### src/rtl/usr_frame_rx.sv
// usr_frame_rx: frames the usr serial stream (start/data/parity/stop) into words on a valid/ready port
module usr_frame_rx #(
    parameter int DATA_W     = 4,
    parameter int PARITY_EN  = 1,
    parameter int PARITY_ODD = 0
) (
    input  logic              clk,
    input  logic              reset,
    input  logic              bit_in,
    input  logic              bit_en,
    input  logic              lsb_first,
    output logic [DATA_W-1:0] data_out,
    output logic              data_valid,
    input  logic              data_ready,
    output logic              parity_err,
    output logic              frame_err,
    output logic              overrun,
    output logic              busy
);
    typedef enum logic [1:0] {IDLE, DATA, PARITY, STOP} state_t;
    localparam int CW = DATA_W > 1 ? $clog2(DATA_W) : 1;
    state_t            state, nxt;
    logic [CW-1:0]     cnt, idx;
    logic [DATA_W-1:0] sh;
    logic              lsb, pend, last, stop_ev, good, load;
    assign last    = cnt == CW'(DATA_W - 1);
    assign idx     = lsb ? cnt : CW'(DATA_W - 1) - cnt;
    assign stop_ev = bit_en & (state == STOP);
    assign good    = stop_ev & bit_in;
    // a good word may land in the holding register while it is being drained
    assign load    = good & (~data_valid | data_ready);
    always_ff @(posedge clk or negedge reset) begin
        if (!reset) state <= IDLE;
        else        state <= nxt;
    end
    always_comb begin
        nxt = state;
        if (bit_en) begin
            case (state)
                IDLE:    nxt = bit_in ? IDLE : DATA;
                DATA:    nxt = last ? (PARITY_EN != 0 ? PARITY : STOP) : DATA;
                PARITY:  nxt = STOP;
                default: nxt = IDLE;
            endcase
        end
    end
    always_comb begin
        busy = state != IDLE;
    end
    always_ff @(posedge clk or negedge reset) begin
        if (!reset) begin
            cnt        <= '0;
            sh         <= '0;
            lsb        <= 1'b0;
            pend       <= 1'b0;
            data_out   <= '0;
            data_valid <= 1'b0;
            parity_err <= 1'b0;
            frame_err  <= 1'b0;
            overrun    <= 1'b0;
        end else begin
            frame_err  <= stop_ev & ~bit_in;
            overrun    <= good & data_valid & ~data_ready;
            data_valid <= load | (data_valid & ~data_ready);
            if (bit_en && state == IDLE && !bit_in) begin
                lsb  <= lsb_first;
                cnt  <= '0;
                pend <= 1'b0;
            end
            if (bit_en && state == DATA) begin
                sh[idx] <= bit_in;
                cnt     <= cnt + 1'b1;
            end
            if (bit_en && state == PARITY) pend <= ^sh ^ bit_in ^ 1'(PARITY_ODD);
            if (load) begin
                data_out   <= sh;
                parity_err <= pend;
            end else if (data_valid && data_ready) begin
                parity_err <= 1'b0;
            end
        end
    end
endmodule

### config.mk
export PLATFORM = sky130hd
export DESIGN_NAME = usr_frame_rx
export DESIGN_NICKNAME = d
export VERILOG_FILES = /design/src/rtl/usr_frame_rx.sv
export SDC_FILE = /design/constraint.sdc
export NUM_CORES = 1
export LEC_CHECK = 0
export ABC_AREA = 1
export CAP_MARGIN = 20
export CORE_UTILIZATION = 35
export CTS_CLUSTER_SIZE = 28
export DETAILED_ROUTE_END_ITERATION = 8
export REMOVE_ABC_BUFFERS = 1
export SYNTH_ARGS = -nofsm -noshare
export SYNTH_HDL_FRONTEND = slang
export SYNTH_SLANG_ARGS = --single-unit
### constraint.sdc
create_clock -name clk -period 1.1 [get_ports clk]
set_clock_uncertainty 0.15 [all_clocks]
set_input_delay 0.22 -clock clk [delete_from_list [all_inputs] [get_ports clk]]
set_output_delay 0.22 -clock clk [all_outputs]
set_load 0.01 [all_outputs]
==> results <==
- The flow ran to the end, but the final reports show violations.
- The checks that failed: setup timing.
- The total power per unit cell area is 2410 nW/um^2.
- For this run, the slowest stage of the critical path takes 0.41 ns.
- The worst register-to-register path has a depth of 6.
- The die covers 2650 sq um.
- The kind of capture point of the worst setup path is a flop.
- Dividing the synthesized area by the synthesized cell count gives 8.58 sq um.
- The worst slew margin relative to its limit is 78.6%.
- The transition time at the pin with the least slew margin is 0.320 ns.
- The portion of the post-synthesis area used by sequential elements is 52.5%.
- The width of the die is 51.5 um.
- The TritonCTS clock tree is yes.
- Counting both buffers and inverters, the worst setup path holds a total of 2.
- The number of antenna violations at the first check in global routing is 0.
- On the final layout, the worst hold slack is 0.105 ns.
- The starting utilization of the core area is 38.1%.
- The initialized floorplan defines 17 standard-cell rows.
- The region available for standard cell placement spans 2250 sq um.
- The maximum count of clock buffers along a single path is 2.
- The post-synthesis cell count is 100.
- Adding up every negative setup slack in the final design gives -3.74 ns.
- In this run the tool buffered the top-level ports with 14 buffer cells.
- Using the TritonRoute via totals, the vias-per-cell ratio works out to 4.56.
- The arrival time of data at the critical path endpoint is 1.42 ns.
- The area fraction of the dominant cell type after synthesis is 52.5%.
- Setup repair after global routing could not meet its margin everywhere.
- For this run, the detailed router's first-pass iteration total came to 4.
- The required time of the critical path is 1.14 ns.
- The overall routed net length is 1790 um.
- The nature of the critical path startpoint is a flop.
- Once routing completed, OpenROAD measured the worst setup slack at -0.280 ns.
- In the finished design, the share of the clock period the worst path needs comes to 125%.
- The final core area utilization is 59.9%.
- The number of hold buffers added after CTS was 0.
- The count of nets left with antenna violations once routing finished came out at 0.
- In this run the cell area of the synthesized design comes to 858 sq um.
- The global-route wire length before repair is 2720 um.
- The library cell contributing the largest single delay on the critical path is sky130_fd_sc_hd__dfrtp_1.
- The count of pins over their slew limit is 0.
- The final layout contains 154 nets.
- At the later pin of the worst-skew pair, clock insertion delay measures 0.29 ns.
- The die is 51.5 um tall.
- Entering global routing, the biggest net connects 19 pins.
- Ranked by total cell area, the synthesized netlist is headed by sky130_fd_sc_hd__dfrtp_1, sky130_fd_sc_hd__nand2_1, sky130_fd_sc_hd__nand3_1.
- The cell taking the most area after synthesis is sky130_fd_sc_hd__dfrtp_1.
- The cell sitting at the root of the clock tree is a sky130_fd_sc_hd__clkbuf_4.
- The worst setup path is of the reg2reg kind.
- The max-capacitance violation count is 0.
- The number of global-route vias before repair was 695.
- Setup violations remaining at the end of the flow were counted as 27.
- The signal on the critical path passes through buf_6 > nor3_4 > buf_6 > nand3_2 > nand2_1 > o21ai_1.
- The cell repeated most along the worst path is sky130_fd_sc_hd__buf_6.
- Detailed placement finished with a half-perimeter wire length of 1240 um.
- Routability-driven placement finished with a final weighted congestion of 0.744.
- The launch instance of the worst register-to-register path is state[1].
- In the routed design, unresolved DRC markers number 0.
- The placed standard-cell area is 1210 sq um.
- During synthesis, Yosys emitted a total of 0 warnings.
- Clock-pin slew was measured on the worst setup and hold paths at 0.10 ns.
- The number of antenna diodes in the final layout is 0.
- After synthesis, the netlist uses 19 different library cells.
- The depth of the CTS H-tree is 1.
- The endpoint of the most critical register-to-register path is sh[0].
- The total routing resource utilization after global routing is 14.3%.
- The kind of cell with the highest combined delay along the critical path is flip-flops.
- The final count of hold timing violations was 0.
- Along the worst path, the maximum fanout reaches 6.
- Counting flops and latches in the post-synthesis netlist gives 18.
- The top-level I/O count is 15.
- In this run, CTS created clock tree buffers numbering 3.
- The signed area change from the synthesized netlist to the final layout is 57.4%.
- The total congestion overflow after global routing is 0.
- IR analysis of the VDD net gives a maximum drop of 1410 uV.
- The post-route netlist has 46.6% of its cells at a drive strength greater than 1.
- The design draws 3.26 mW.
- The count of vias placed by the detailed router is 793.
- The final design area excluding fillers is 1350 sq um.
- The starting DRC count in detailed routing is 15.
- After detailed routing, the average wire length per cell comes to 10.3 um.
- The number of clock sinks is 18.
- Subtracting the final worst setup slack from the clock period gives 1.38 ns.
- Across all register-to-register paths, the minimum setup slack is -0.28 ns.
- The leakage power is 0.685 nW.
- The highest achievable clock rate is 0.725 GHz.
- The min-delay analysis places its worst path in the category in2async.
-- cells in the mapped netlist (all sizes together) --
| library cell | instances |
|---|---|
| nand2 | 33 |
| dfrtp | 18 |
| nand3 | 13 |
| inv | 11 |
| o21ai | 8 |
| nor2 | 6 |
| xnor2 | 3 |
| nor3 | 2 |
| xor2 | 2 |
| a21oi | 1 |
| buf | 1 |
| ha | 1 |
| o211ai | 1 |
-- state kept, by name, indices dropped and copies added (netlist names) --
signal,count
data_out,4
sh,4
cnt,2
state,2
data_valid,1
frame_err,1
lsb,1
overrun,1
parity_err,1
pend,1
-- worst max path at each step --
stage                  start      to  slack (ns)  cells after the start
global placement      bit_en   sh[2]       -0.55                      6
detailed placement    bit_en   sh[2]       -0.58                      6
finish              state[1]   sh[0]       -0.28                      6
global route        state[1]   sh[0]       -0.34                      6
floorplan           state[0]  cnt[0]       -0.16                      6
CTS                 state[0]   sh[0]       -0.26                      6
-- cell type report --
type	instances	area (sq um)
clock buffers	4	36.3
fillers	209	903
inverters	11	41.3
multi-input cells	70	432
flip-flops and latches	18	450
well taps	28	35.0
repair buffers	43	357
-- kinds of logic after synthesis --
| kind of cell | share of synthesized area [%] |
|---|---|
| AOI/OAI and AO/OA | 6.12 |
| adders and majority gates | 1.46 |
| and+or+nand+nor | 29.4 |
| DFF | 52.5 |
| buffers and inverters | 5.39 |
| xor gates and xnor gates | 5.10 |
-- cell usage in the layout (no fill, tap or decap), types with 2 or more instances in the layout --
cell,instances
sky130_fd_sc_hd__buf_6,8
sky130_fd_sc_hd__clkdlybuf4s50_1,4
sky130_fd_sc_hd__nor3_4,2
sky130_fd_sc_hd__inv_2,7
sky130_fd_sc_hd__nor2_2,2
sky130_fd_sc_hd__o21ai_1,6
sky130_fd_sc_hd__buf_4,21
sky130_fd_sc_hd__inv_1,4
sky130_fd_sc_hd__nand2_1,27
sky130_fd_sc_hd__buf_2,8
sky130_fd_sc_hd__xnor2_1,3
sky130_fd_sc_hd__clkbuf_4,3
sky130_fd_sc_hd__nor2_1,3
sky130_fd_sc_hd__nand3_1,6
sky130_fd_sc_hd__dfrtp_1,18
sky130_fd_sc_hd__nand2_2,5
sky130_fd_sc_hd__nand3_2,6
sky130_fd_sc_hd__xor2_1,2
-- routing by layer --
layer	global-route usage, %	wire length (um)
met5	0	0
met2	25.3	898
met1	15.3	787
met4	8.11	19
met3	3.51	79
-- power by group --
group / internal (mW) / switching, mW / total, mW / leakage, nW
logic: 0.916 / 0.830 / 1.75 / 0.431
registers: 0.905 / 0.203 / 1.11 / 0.234
clock network: 0.202 / 0.202 / 0.404 / 0.0210
total: 2.02 / 1.24 / 3.26 / 0.685
-- worst register-to-register path, delay by kind of cell (launching register included) --
kind	cells	cell delay, ns
flops	1	0.41
simple gates	3	0.36
buf+inv	2	0.30
compound gates	1	0.06
-- timing repair --
action	CTS	global route
endpoints found under the setup margin	26	26
gates resized for setup	49	19
pin swaps	6	8
setup buffers	3	4
-- stage by stage --
step / setup WS (ns) / instances
6_report: -0.280 / 174
5_1_grt: -0.340 / 174
4_1_cts: -0.263 / 171
3_5_place_dp: -0.584 / 164
3_3_place_gp: -0.549 / 164
2_1_floorplan: -0.164 / 99
No activity file was read; power rests on OpenSTA's default activity.
